**config.mk**
```make
export PLATFORM = sky130hd
export DESIGN_NAME = hazard_ctrl
export DESIGN_NICKNAME = d
export VERILOG_FILES = /design/src/rtl/hazard_ctrl_pkg.sv /design/src/rtl/hazard_fwd_sel.sv /design/src/rtl/hazard_ctrl.sv
export SDC_FILE = /design/constraint.sdc
export NUM_CORES = 1
export LEC_CHECK = 0
export CORE_MARGIN = 2
export CORE_UTILIZATION = 46
export DETAILED_ROUTE_END_ITERATION = 16
export PLACE_DENSITY = 0.92
export RECOVER_POWER = 50
export SYNTH_ARGS = -nofsm -noshare
export SYNTH_HDL_FRONTEND = slang
export SYNTH_HIERARCHICAL = 1
export SYNTH_SLANG_ARGS = --single-unit
```
**constraint.sdc**
```tcl
create_clock -name clk -period 3.2 [get_ports clk]
set_clock_uncertainty 0.2 [all_clocks]
set_input_delay 0.32 -clock clk [delete_from_list [all_inputs] [get_ports clk]]
set_output_delay 0.32 -clock clk [all_outputs]
set_load 0.1 [all_outputs]
```
**src/rtl/hazard_ctrl_pkg.sv**
```systemverilog
// Shared definitions for the pipeline hazard controller.
//   state_t          : sequencing FSM states (RUN / MEM_WAIT / ERR)
//   FWD_REG/MEM/WB   : 2-bit EX operand forwarding selects, also decoded by
//                      the datapath EX operand muxes
package hazard_ctrl_pkg;

    typedef enum logic [1:0] {
        RUN      = 2'd0,
        MEM_WAIT = 2'd1,
        ERR      = 2'd2
    } state_t;

    localparam logic [1:0] FWD_REG = 2'b00;
    localparam logic [1:0] FWD_MEM = 2'b10;
    localparam logic [1:0] FWD_WB  = 2'b01;

endpackage

```
**src/rtl/hazard_fwd_sel.sv**
```systemverilog
// EX-stage forwarding select for one source operand (pure combinational).
// Ports:
//   rs_addr      in  5  EX-stage source register index
//   rd_addr_m    in  5  MEM-stage destination
//   reg_write_m  in  1  MEM-stage writes rd
//   rd_addr_w    in  5  WB-stage destination
//   reg_write_w  in  1  WB-stage writes rd
//   sel          out 2  FWD_MEM / FWD_WB / FWD_REG
module hazard_fwd_sel
    import hazard_ctrl_pkg::*;
(
    input  logic [4:0] rs_addr,
    input  logic [4:0] rd_addr_m,
    input  logic       reg_write_m,
    input  logic [4:0] rd_addr_w,
    input  logic       reg_write_w,
    output logic [1:0] sel
);

    // MEM holds the younger result, so it wins over WB; x0 is never forwarded.
    always_comb begin
        sel = FWD_REG;
        if (reg_write_m && (rd_addr_m != 5'd0) && (rd_addr_m == rs_addr)) begin
            sel = FWD_MEM;
        end else if (reg_write_w && (rd_addr_w != 5'd0) && (rd_addr_w == rs_addr)) begin
            sel = FWD_WB;
        end
    end

endmodule

```
**src/rtl/hazard_ctrl.sv**
```systemverilog
// Pipeline hazard/stall controller for a 5-stage datapath.
// Drives per-stage stall/flush for load-use hazards, EX redirects and
// data-memory wait states; generates EX operand forwarding selects; keeps a
// saturating stall-cycle counter and a one-cycle memory-timeout error pulse.
// Ports:
//   clk, reset_n                 clock (rising edge), async active-low reset
//   rs1/rs2_addr_D               ID-stage source indices
//   rs1/rs2_addr_E, rd_addr_E    EX-stage source/destination indices
//   dmem_read_E, pc_src_E        EX is a load / EX redirect taken
//   rd_addr_M, RegWrite_M        MEM-stage destination and write enable
//   dmem_req_M, dmem_ready       MEM access pending / memory completes
//   rd_addr_W, RegWrite_W        WB-stage destination and write enable
//   stall_F/D/E/M, flush_D/E     pipeline register controls
//   forward_A_E, forward_B_E     EX operand forwarding selects
//   mem_err                      one-cycle pulse on memory timeout
//   stall_cycles                 saturating count of cycles with stall_F=1
module hazard_ctrl
    import hazard_ctrl_pkg::*;
#(
    parameter int unsigned MEM_TIMEOUT = 16,
    parameter int unsigned CNT_W       = 32
) (
    input  logic             clk,
    input  logic             reset_n,
    input  logic [4:0]       rs1_addr_D,
    input  logic [4:0]       rs2_addr_D,
    input  logic [4:0]       rs1_addr_E,
    input  logic [4:0]       rs2_addr_E,
    input  logic [4:0]       rd_addr_E,
    input  logic             dmem_read_E,
    input  logic             pc_src_E,
    input  logic [4:0]       rd_addr_M,
    input  logic             RegWrite_M,
    input  logic             dmem_req_M,
    input  logic             dmem_ready,
    input  logic [4:0]       rd_addr_W,
    input  logic             RegWrite_W,
    output logic             stall_F,
    output logic             stall_D,
    output logic             stall_E,
    output logic             stall_M,
    output logic             flush_D,
    output logic             flush_E,
    output logic [1:0]       forward_A_E,
    output logic [1:0]       forward_B_E,
    output logic             mem_err,
    output logic [CNT_W-1:0] stall_cycles
);

    localparam logic [7:0] TIMEOUT = 8'(MEM_TIMEOUT);

    state_t     state, state_nxt;
    logic [7:0] wait_cnt, wait_cnt_nxt;
    logic [1:0] fwd_a, fwd_b;
    logic       lu;

    hazard_fwd_sel u_fwd_a (
        .rs_addr     (rs1_addr_E),
        .rd_addr_m   (rd_addr_M),
        .reg_write_m (RegWrite_M),
        .rd_addr_w   (rd_addr_W),
        .reg_write_w (RegWrite_W),
        .sel         (fwd_a)
    );

    hazard_fwd_sel u_fwd_b (
        .rs_addr     (rs2_addr_E),
        .rd_addr_m   (rd_addr_M),
        .reg_write_m (RegWrite_M),
        .rd_addr_w   (rd_addr_W),
        .reg_write_w (RegWrite_W),
        .sel         (fwd_b)
    );

    assign lu = dmem_read_E && (rd_addr_E != 5'd0) &&
                ((rd_addr_E == rs1_addr_D) || (rd_addr_E == rs2_addr_D));

    always_comb begin
        state_nxt    = state;
        wait_cnt_nxt = wait_cnt;
        stall_F      = 1'b0;
        stall_D      = 1'b0;
        stall_E      = 1'b0;
        stall_M      = 1'b0;
        flush_D      = 1'b0;
        flush_E      = 1'b0;
        forward_A_E  = fwd_a;
        forward_B_E  = fwd_b;

        case (state)
            RUN: begin
                if (dmem_req_M && !dmem_ready) begin
                    {stall_F, stall_D, stall_E, stall_M} = '1;
                    wait_cnt_nxt = 8'd1;
                    state_nxt    = MEM_WAIT;
                end else if (pc_src_E) begin
                    // The load-dependent instruction is flushed by the redirect.
                    flush_D = 1'b1;
                    flush_E = 1'b1;
                end else if (lu) begin
                    // The injected bubble zeroes rd_addr_E, so lu self-clears.
                    stall_F = 1'b1;
                    stall_D = 1'b1;
                    flush_E = 1'b1;
                end
            end
            MEM_WAIT: begin
                // Stalls release in the same cycle the memory reports ready.
                if (dmem_ready) begin
                    state_nxt = RUN;
                end else begin
                    {stall_F, stall_D, stall_E, stall_M} = '1;
                    if (wait_cnt == TIMEOUT) begin
                        state_nxt = ERR;
                    end else begin
                        wait_cnt_nxt = wait_cnt + 8'd1;
                    end
                end
            end
            ERR: begin
                flush_D      = 1'b1;
                flush_E      = 1'b1;
                state_nxt    = RUN;
                wait_cnt_nxt = '0;
            end
            default: begin
                state_nxt    = RUN;
                wait_cnt_nxt = '0;
            end
        endcase

        // Reset overrides every output asynchronously: flush, never stall.
        if (!reset_n) begin
            {stall_F, stall_D, stall_E, stall_M} = '0;
            flush_D     = 1'b1;
            flush_E     = 1'b1;
            forward_A_E = FWD_REG;
            forward_B_E = FWD_REG;
        end
    end

    always_ff @(posedge clk or negedge reset_n) begin
        if (!reset_n) begin
            state        <= RUN;
            wait_cnt     <= '0;
            mem_err      <= 1'b0;
            stall_cycles <= '0;
        end else begin
            state    <= state_nxt;
            wait_cnt <= wait_cnt_nxt;
            // Registered so the pulse coincides with the cycle spent in ERR.
            mem_err  <= (state_nxt == ERR);
            if (stall_F && (stall_cycles != '1)) begin
                stall_cycles <= stall_cycles + 1'b1;
            end
        end
    end

endmodule

```
==> flow_summary.yaml <==
placed_design:
  port_buffers: 85
  dp_hpwl_mm: 5.06
  place_inst: 421
  gp_congestion: 0.795
clock_network:
  cts_tree: "done"
  htreeDepth: 2
  cts_sinks: 43
  insertion_delay_ns: 0.29
  cts.path.max_buffers: 2
  path_clk_slew_ns: 0.08
  cts-root-buf: "clkbuf_8"
  cts_buffers: 5
worst_setup_path:
  r2r_slack_ns: 0.22
  worstSetupPathType: "flip-flop to flip-flop"
  crit_path_start_kind: "flip-flop"
  startpoint: "stall_cycles[19]"
  r2r.worst_path.cells: 8
  reg2reg_from: "stall_cycles[19]"
  worst-endpoint-required_ns: 3.17
  timing.rr.end: "stall_cycles[11]"
  worstSetupEndpointType: "flip-flop"
  crit_fanout: 17
  crit_end: "stall_cycles[11]"
  worstPathArrival_ns: 2.95
synthesis:
  synth_warnings: 6
  synth.largest_area_cell: "dfrtp_1"
  ys_dominant_reg_cell: "dfrtp_1"
  ys_async_sr_fraction_pct: 100
  syn-num-nets: 314
  synth-edff-count: 0
  synth_area_per_cell_um2: 9.81
  ys_ff_latch: 43
  syn_area_um2: 2630
  syn_inst: 268
  synth.most_common_cell: "dfrtp_1"
  synth-xor-area-share_pct: 21.0
  ys_seq_area_share_pct: 40.9
  synth_common_cells: "dfrtp_1 (43), xor2_1 (39), nor2_1 (24), xnor2_1 (24), nand3_1 (20)"
  ys_top_cells_by_area: "dfrtp_1 (41%), xor2_1 (13%), xnor2_1 (8.0%), nand3_1 (3.8%), nor2_1 (3.4%)"
  muxShareOfSynthArea_pct: 0.428
  yosys.cell_types.count: 41
  synthAdderAreaFrac_pct: 1.43
  synth_top_family_by_area: "simple AND/OR/NAND/NOR gates"
  synth_compound_area_share_pct: 6.66
  yosys.area_share.simple_pct: 26.3
  yosysTopAreaCellShare_pct: 40.9
run:
  max-cap-violations: 0
sta:
  slew_headroom_pct: 19.9
  tns_ns: 0
  slew_viol_final: 0
  hold_violations: 0
  setup_violations: 0
  fin_hold_ws_ns: 0.306
  max_freq_mhz: 336
  worstMarginPinSlew_ns: 1.21
  period_needed_ns: 2.98
  finalCritPeriodShare_pct: 93.1
  rsz0062_at_grt: "false"
route:
  drtPass1Iterations: 4
  avgRoutedWirePerCell_um: 15.1
  drt-initial-drc-count: 68
  num_vias: 2323
  ant_nets: 0
  routed_wirelength_mm: 6.51
  drc_errors: 0
  vias_per_cell: 5.40
die:
  rows: 27
  core_um2: 5510
  io_pins: 86
  die_area_um2: 6340
  start_util_pct: 47.7
  die_h_um: 79.6
  die_w_um: 79.6
cells_and_area:
  drive_gt1_share_pct: 14.0
  instances_no_fill: 430
  final_nets: 403
  num-fill-cells: 457
  num_antenna_cells: 0
  syn_to_final_growth_pct: 35.2
grt:
  grt.total_usage_pct: 22.0
  grt_pass1_wl_mm: 11.1
  grt_max_degree: 49
  grt_pass1_vias: 2420
  gr-total-overflow: 0
  antenna_found_initial: 0
power:
  ir_drop_uv: 899
  power_density_nw_per_um2: 437
  p_leak_nw: 1.58
status:
  status: "finished clean"
hold_path:
  min_path_cells: 1
  hold_class: "flip-flop to flip-flop"
  hp-start: "stall_cycles[21]"
through the flow:
step | util [%] | instance area, um^2 | power (mW) | worst slack, ns
floorplan | - | 2630 | 1.04 | 0.0306
global placement | 64.3 | 3540 | 1.22 | 0.292
detailed placement | 64.3 | 3540 | 1.24 | 0.215
CTS | 66.0 | 3630 | 1.57 | 0.213
global route | 64.5 | 3550 | 1.63 | 0.00818
finish | 64.5 | 3550 | 1.55 | 0.222
how the worst min path moves through the flow:
stage,end
4_1_cts,stall_cycles[21]
3_3_place_gp,stall_cycles[6]
3_5_place_dp,wait_cnt[0]
6_report,stall_cycles[21]
2_1_floorplan,mem_err
5_1_grt,stall_cycles[21]
report_power, final:
group,leakage [nW],total (mW),switching (mW),internal (mW)
combinational,0.984,0.574,0.407,0.166
sequential,0.557,0.646,0.0619,0.584
clock,0.0412,0.333,0.181,0.153
total,1.58,1.55,0.650,0.902
registers in the layout, indices dropped and copies added (netlist names):
signal	cells
stall_cycles	32
mem_err	1
wait_cnt	8
state	2
timing repair:
item	CTS	global route
gates resized for setup	0	0
hold endpoints to repair	43	0
buffers inserted	0	0
hold buffers	1	0
routing by layer:
layer  track usage (%)  up-vias  part of all wire, %
met5                 0        -                    0
met4              6.90        0                  1.4
met3              5.54       11                  6.9
met2              38.0       95                   51
met1              26.9     1109                   41
li1                  -     1108                    -
cell families (layout without fill, tap and decap cells):
family | after synthesis | after routing
DFF | 43 | 43
buffers and inverters | 18 | 108
adders and majority gates | 3 | 3
muxes | 1 | 1
AOI/OAI and AO/OA | 19 | 19
and+or+nand+nor | 121 | 121
xor gates and xnor gates | 63 | 63
worst max-delay path: stages (launching register included):
cell and delay (ns):
dfrtp_1 0.44, and4_1 0.33, and3_1 0.26, and3_1 0.20
nand4_1 0.17, o21ai_2 0.71, buf_4 0.30, nor3_1 0.08
xor2_1 0.16
placed cells by master (no fill, tap or decap), types with 2 or more instances in the layout:
cell type | synthesis | final
dfrtp_1 | 43 | 43
clkdlybuf4s50_1 | 0 | 41
xor2_1 | 39 | 39
nor2_1 | 24 | 24
xnor2_1 | 24 | 24
clkbuf_1 | 2 | 22
nand3_1 | 20 | 20
nand2_1 | 16 | 16
buf_4 | 2 | 16
nor3_1 | 15 | 15
inv_1 | 11 | 11
nand4_1 | 8 | 8
buf_12 | 0 | 8
nor4_1 | 7 | 7
nor3_2 | 5 | 5
clkbuf_8 | 0 | 5
and2_1 | 4 | 4
a21oi_1 | 4 | 4
and4_1 | 4 | 4
and3_1 | 4 | 4
nand2b_1 | 3 | 3
ha_1 | 3 | 3
or4_1 | 2 | 2
o21ai_2 | 1 | 2
a21o_1 | 2 | 2
nor4_4 | 2 | 2
o21ai_0 | 3 | 2
o41ai_2 | 2 | 2
a211oi_2 | 2 | 2
area by class of cell:
type | instances | area [um^2] | share of cell area (%)
clock buffer | 6 | 72.6 | 2.04
clock inverter | 2 | 12.5 | 0.352
inverter | 11 | 41.3 | 1.16
multi-input combinational | 207 | 1470 | 41.4
sequential | 43 | 1080 | 30.3
tap | 72 | 90.1 | 2.54
timing repair buffer | 89 | 790 | 22.2
Power figures use the tool's default switching activity.
